==> src/rtl/pcs_byte_framer.sv <==
// Transmit-side PCS byte framer: wraps payload packets in STP/SDP ... END,
// inserts COM+SKP ordered sets between packets and idles with IDL.
module pcs_byte_framer #(
  parameter int unsigned SKP_INTERVAL = 16,
  parameter int unsigned SKP_COUNT    = 3,
  parameter logic [7:0]  COM          = 8'hbc,
  parameter logic [7:0]  SKP          = 8'h1c,
  parameter logic [7:0]  STP          = 8'hfb,
  parameter logic [7:0]  SDP          = 8'h5c,
  parameter logic [7:0]  END          = 8'hfd,
  parameter logic [7:0]  IDL          = 8'h7c
) (
  input  logic       clk,
  input  logic       reset_L,
  input  logic       pkt_valid,
  input  logic [7:0] pkt_data,
  input  logic       pkt_last,
  input  logic       pkt_type,
  output logic       pkt_ready,
  output logic       valid_out,
  output logic [7:0] data_out,
  output logic       data_err
);

  localparam logic [7:0] SKP_LAST = 8'(SKP_INTERVAL - 1);
  localparam logic [2:0] OS_LAST  = 3'(SKP_COUNT - 1);

  typedef enum logic [2:0] {
    IDLE   = 3'd0,
    START  = 3'd1,
    DATA   = 3'd2,
    ENDS   = 3'd3,
    OS_COM = 3'd4,
    OS_SKP = 3'd5
  } state_t;

  state_t     state, state_nxt;
  logic [7:0] skp_cnt;
  logic [2:0] os_cnt;
  logic       pkt_type_q, type_nxt;
  logic       os_pending;
  logic       vld_nxt, err_nxt;
  logic [7:0] data_nxt;

  // Payload bytes that collide with a control code are flagged downstream.
  function automatic logic is_ctrl(input logic [7:0] b);
    return (b == COM) || (b == SKP) || (b == STP) || (b == SDP) ||
           (b == END) || (b == IDL);
  endfunction

  assign os_pending = (skp_cnt == SKP_LAST);
  assign pkt_ready  = (state == DATA);

  always_comb begin
    state_nxt = state;
    type_nxt  = pkt_type_q;
    vld_nxt   = 1'b0;
    data_nxt  = IDL;
    err_nxt   = 1'b0;
    case (state)
      IDLE, ENDS: begin
        if (state == ENDS) begin
          vld_nxt  = 1'b1;
          data_nxt = END;
        end
        // Ordered sets win over starting the next packet.
        if (os_pending) begin
          state_nxt = OS_COM;
        end else if (pkt_valid) begin
          state_nxt = START;
          type_nxt  = pkt_type;
        end else begin
          state_nxt = IDLE;
        end
      end
      START: begin
        vld_nxt   = 1'b1;
        data_nxt  = pkt_type_q ? SDP : STP;
        state_nxt = DATA;
      end
      DATA: begin
        if (pkt_valid) begin
          vld_nxt  = 1'b1;
          data_nxt = pkt_data;
          err_nxt  = is_ctrl(pkt_data);
          if (pkt_last) state_nxt = ENDS;
        end
      end
      OS_COM: begin
        vld_nxt   = 1'b1;
        data_nxt  = COM;
        state_nxt = OS_SKP;
      end
      OS_SKP: begin
        vld_nxt  = 1'b1;
        data_nxt = SKP;
        if (os_cnt == OS_LAST) begin
          if (pkt_valid) begin
            state_nxt = START;
            type_nxt  = pkt_type;
          end else begin
            state_nxt = IDLE;
          end
        end
      end
      default: state_nxt = IDLE;
    endcase
  end

  always_ff @(posedge clk or negedge reset_L) begin
    if (!reset_L) begin
      state      <= IDLE;
      pkt_type_q <= 1'b0;
      skp_cnt    <= '0;
      os_cnt     <= '0;
      valid_out  <= 1'b0;
      data_out   <= IDL;
      data_err   <= 1'b0;
    end else begin
      state      <= state_nxt;
      pkt_type_q <= type_nxt;
      valid_out  <= vld_nxt;
      data_out   <= data_nxt;
      data_err   <= err_nxt;
      if (state == OS_COM)  skp_cnt <= '0;
      else if (!os_pending) skp_cnt <= skp_cnt + 8'd1;
      if (state == OS_COM)      os_cnt <= '0;
      else if (state == OS_SKP) os_cnt <= os_cnt + 3'd1;
    end
  end

endmodule

==> config.mk <==
export PLATFORM = sky130hd
export DESIGN_NAME = pcs_byte_framer
export DESIGN_NICKNAME = d
export VERILOG_FILES = /design/src/rtl/pcs_byte_framer.sv
export SDC_FILE = /design/constraint.sdc
export NUM_CORES = 1
export LEC_CHECK = 0
export BUFFER_PORTS_ARGS = -buffer_cell sky130_fd_sc_hd__buf_2
export CORE_ASPECT_RATIO = 0.7
export CORE_MARGIN = 10
export CORE_UTILIZATION = 57
export CTS_BUF_LIST = sky130_fd_sc_hd__clkbuf_8
export DETAILED_ROUTE_END_ITERATION = 16
export PLACE_DENSITY_LB_ADDON = 0.15
export RECOVER_POWER = 25
export SYNTH_ARGS = -nofsm -noshare
export SYNTH_HDL_FRONTEND = slang
export SYNTH_SLANG_ARGS = --single-unit
==> constraint.sdc <==
create_clock -name clk -period 2.1 [get_ports clk]
set_input_delay 0 -clock clk [delete_from_list [all_inputs] [get_ports clk]]
set_output_delay 0 -clock clk [all_outputs]
set_load 0.005 [all_outputs]
* After elaboration in Yosys (flattened, before gate mapping)
Cells that the tools add are included.
** Cells by class
- Add/subtract/negate cells :: 2
- Multipliers :: 0
- Divide/modulo/power cells :: 0
- Magnitude comparators :: 0
- Equality and inequality tests :: 18
- Shifts and indexed selects :: 0
- Multiplexer cells :: 23
- Bitwise operators :: 0
- Reductions and logical operators :: 12
** Operator list (number)
- 8-bit two-way mux :: 5
- 8-bit case mux with 5 select lines :: 1
- 8-bit equality test, second input constant :: 3
- 3-bit two-way mux :: 6
- 8-bit by 7-bit equality test with 1-bit output, second input constant :: 2
- 3-bit case mux with 5 select lines :: 1
- 3-bit by 2-bit equality test with 1-bit output, second input constant :: 3
- 8-bit by 1-bit adder with 8-bit output, second input constant :: 1
- 8-bit by 4-bit equality test with 1-bit output, second input constant :: 1
- 8-bit by 5-bit equality test with 1-bit output, second input constant :: 1
- 1-bit two-way mux :: 8
- 2-bit != test, second input constant :: 4
- 3-bit equality test, second input constant :: 2
- 3-bit AND reduction :: 2
- 1-bit logical OR :: 5
- 2-bit nonzero test :: 2
- 3-bit by 1-bit adder with 3-bit output, second input constant :: 1
- 3-bit by 1-bit equality test with 1-bit output, second input constant :: 1
- 3-bit zero test :: 1
- 1-bit case mux with 3 select lines :: 1
- 3-bit OR reduction :: 1
- 2-bit by 1-bit != test with 1-bit output, second input constant :: 1
- 1-bit case mux with 2 select lines :: 1
- 2-bit OR reduction :: 1
** Storage, ports and cells
- Flip-flop bits (word level) :: 25
- Latch bits :: 0
- Bits in writable memories :: 0
- ROM bits :: 0
- Bits of input ports :: 13
- Output and inout bits :: 11
- Logic and storage cells :: 62
- Memories :: 0

* Depth between registers and ports, before layout
- Depth in word-level cells :: 8
- Depth in mapped cells :: 5
- Gate-level depth less buffers :: 5

* Worst setup path after synthesis
Ideal clock, no wire load.
- Kind :: reg-to-reg
- Start :: register skp_cnt[4]
- End :: register state[0]
- Setup time :: 124 ps
- Data arrival time :: 1486 ps
- Required time :: 1976 ps
- Path slack :: 491 ps
- Stages on the path, launching flop included :: 4
- Buffers on the path :: 0
- Period minus slack after synthesis :: 1609 ps
- Cells stage by stage :: dfrtp_1 or4_4 o211a_1 o31a_1
** On the way
- Word-level cells in the longest chain between the ends :: 3
** Ends and longest elaborated chain
- start, declared :: RTL line 38 : logic [7:0] skp_cnt;
- start signal, assigned :: RTL line 126 : else if (!os_pending) skp_cnt <= skp_cnt + 8'd1;
- 8-bit by 4-bit equality test with 1-bit output :: RTL line 51 : assign os_pending = (skp_cnt == SKP_LAST);
- 3-bit two-way mux :: RTL line 67 : if (os_pending) begin
- 3-bit case mux with 5 select lines :: RTL line 60 : case (state)
- end signal, assigned :: RTL line 120 : state <= state_nxt;
- end, declared :: RTL line 37 : state_t state, state_nxt;
Every way passes these cells.
A chain may end at the register's enable or synchronous reset.

* Final worst setup path
Same ends and word-level chain as after synthesis.

==> results by group <==
Route
  • DRT Pass-1 Iters: 4
  • DR WL/cell: 15.91 um
  • ANT nets after route: 0
  • Vias/cell: 5.837
  • Iter 0 DRT Violations: 102
  • Via count: 1109
  • Drt drc: 0
  • Routed WL: 3.023 mm

Synth
  • FF+latch count, synth: 25
  • Warnings from Yosys: 0
  • Asr flop ratio synth: 100.0%
  • Syn Area/Cell: 9.801 um^2
  • Sequential cell area fraction in the yosys report: 48.84%
  • Top_reg_cell synth: dfrtp_1
  • Post-Syn Nets: 148
  • Post-synth EDFFs: 0
  • Synthesized area: 0.001294 mm^2
  • Netlist cell types: 46
  • Mapped Cells: 132

Critical path
  • Worst EP required: 2.26 ns
  • CP bufs+invs: 0
  • CP Launch Type: flip-flop
  • Worst endpoint data arrival time: 1.89 ns
  • Largest delay share family, worst path: simple AND/OR/NAND/NOR gates
  • CP endpoint kind: flip-flop
  • Kind of critical path: flip-flop to flip-flop
  • Crit path cell chain: or4_4 -> o211a_1 -> o31a_1
  • Critical-path top delay cell: or4_4
  • CP max FO: 7
  • CP peak stage delay: 0.60 ns

Clock network
  • Worst skew pair latency: 0.27 ns
  • H-tree levels: 1
  • Post-CTS Setup Repair Bufs: 0
  • Clock Tree Buf Depth: 2
  • Clock Root Buffer: clkbuf_8
  • TritonCTS clock tree: yes
  • Worst-path clk slew: 0.08 ns
  • Clk sinks: 25
  • TritonCTS buffer count: 3

Layout
  • Area growth from synthesis to layout: 15.96%
  • Final instance area: 0.001500 mm^2
  • Final net count: 175
  • Diode count: 0
  • Layout cells sized above 1: 22.15%

Global route
  • GRT met3 Usage: 4.192%
  • First-pass GRT wire length: 4.961 mm
  • Gr usage total: 13.48%
  • Initial antenna violation count: 0
  • GRT overflow: 0
  • Met2 Track Usage GR: 21.44%
  • Largest net degree at the start of global routing: 26
  • Grt peak-use layer: met2
  • Vias in the first global route: 995
  • Met1 global-route usage: 17.06%

Die
  • Row count: 14
  • I/O pins: 24
  • Die area: 0.004606 mm^2
  • Core Area: 0.002155 mm^2
  • Horiz. Die Dim: 76.94 um
  • Starting Density: 60.05%
  • Die height: 59.86 um

STA
  • Slew HR: 15.90%
  • Fin. Hold Viols: 0
  • Setup violations, final: 0
  • Worst hold slack: 0.03055 ns
  • Period utilisation layout: 82.25%
  • Measured slew at the worst slew-check pin: 1.261 ns
  • Crit path time final: 1.727 ns
  • Achievable Freq: 0.5789 GHz
  • Setup TNS Final: 0 ns
  • Unrepaired setup endpoints after global routing: no
  • Max-slew violation count: 0
  • Worst clock skew: 0.005496 ns

Pwr
  • Worst VDD drop: 0.7416 mV
  • Leakage power: 0.6635 nW
  • Pwr Density: 1221 mW/mm^2

Worst hold path
  • Hold Crit Class: input port to flip-flop

Placement
  • DP HPWL: 2.195 mm
  • Port Buffers: 23
  • Placed cell area: 0.001406 mm^2
  • Final Wtd Congestion: 0.7630

Run
  • Max-Cap Viols: 0

Status
  • Status: complete, no violations
## cells in the final DEF (no fill, tap or decap), drive strengths merged, types with 2 or more instances in the layout
cell          n
o21ai        10
or3           7
a211o         2
ha            3
dfstp         5
nand2b        4
nor3          4
nor2          6
buf          22
a32oi         2
or2           2
nor2b         2
nand4         4
a21oi        12
clkbuf        4
dlygate4sd3   5
a31oi         2
dfrtp        20
nand3         4
inv           8
nand2         8
## logic make-up (layout without fill, tap and decap cells)
logic type / count (synthesis) / in the layout / synth area share, %
flops: 25 / 25 / 48.84
compound gates: 42 / 42 / 21.09
simple gates: 48 / 48 / 21.18
fa+ha+maj: 3 / 3 / 2.902
buf+inv: 13 / 39 / 5.319
xor+xnor: 1 / 1 / 0.6771
## sequential cells by signal (all words and copies together) (netlist names)
name,cells
data_out,8
skp_cnt,8
os_cnt,3
state,3
data_err,1
pkt_type_q,1
valid_out,1
## report_power, final
part	total (mW)	switching (mW)	internal, mW
sequential	0.884	0.212	0.672
combinational	0.676	0.357	0.318
clock	0.272	0.141	0.131
total	1.83	0.710	1.12
## cell usage after synthesis (all sizes together) (2+ instances only)
master / n / area, um^2
or2: 2 / 12.51
clkbuf: 2 / 7.510
buf: 4 / 35.03
o21ai: 10 / 50.05
or3: 7 / 45.05
ha: 3 / 37.54
a31oi: 2 / 12.51
dfrtp: 20 / 500.5
a32oi: 2 / 17.52
nand4: 4 / 25.02
a211o: 2 / 17.52
nor3: 4 / 20.02
nand2: 8 / 30.03
nand2b: 4 / 27.53
nand3: 4 / 20.02
inv: 7 / 26.28
dfstp: 5 / 131.4
nor2: 6 / 22.52
nor2b: 2 / 12.51
a21oi: 12 / 60.06
## path summary, 6_finish.rpt
check                       startpoint          end  slack (ns)  cells past startpoint
max in group asynchronous      reset_L     state[2]        0.83                      2
max reg2reg                 skp_cnt[4]     state[0]        0.37                      3
min in group asynchronous      reset_L     data_err        0.53                      2
min                        pkt_data[6]  data_out[6]        0.03                      2
min reg2reg                  os_cnt[1]    os_cnt[1]        0.54                      2
max                         skp_cnt[4]     state[0]        0.37                      3
## area by class of cell
cell class | count | area (um^2)
fill | 181 | 654.4
sequential | 25 | 631.9
multi-input combinational | 94 | 593.1
timing repair buffer | 28 | 163.9
clock buffer | 3 | 41.29
tap | 32 | 40.04
inverter | 7 | 26.28
clock inverter | 1 | 3.754
## layer usage
layer / up-vias / share of wire [%]
met3: 7 / 6.7
met2: 40 / 47
met4: 0 / 1.6
met1: 525 / 45
li1: 537 / -
met5: - / 0
## timing repair
item | in CTS | in global routing
gates resized for setup | 0 | 0
hold buffers | 5 | 0
hold endpoints to repair | 24 | 0
## stage by stage
stage	instances	setup WS (ns)	power, mW	utilization (%)
3_5_place_dp	181	0.3941	1.555	65.27
5_1_grt	190	0.2767	1.972	69.63
4_1_cts	190	0.3733	1.839	69.69
3_3_place_gp	181	0.4610	1.507	65.27
2_1_floorplan	132	0.4906	1.344	-
6_report	190	0.3727	1.831	69.63
Note: power is estimated with default switching activity, not from simulation.
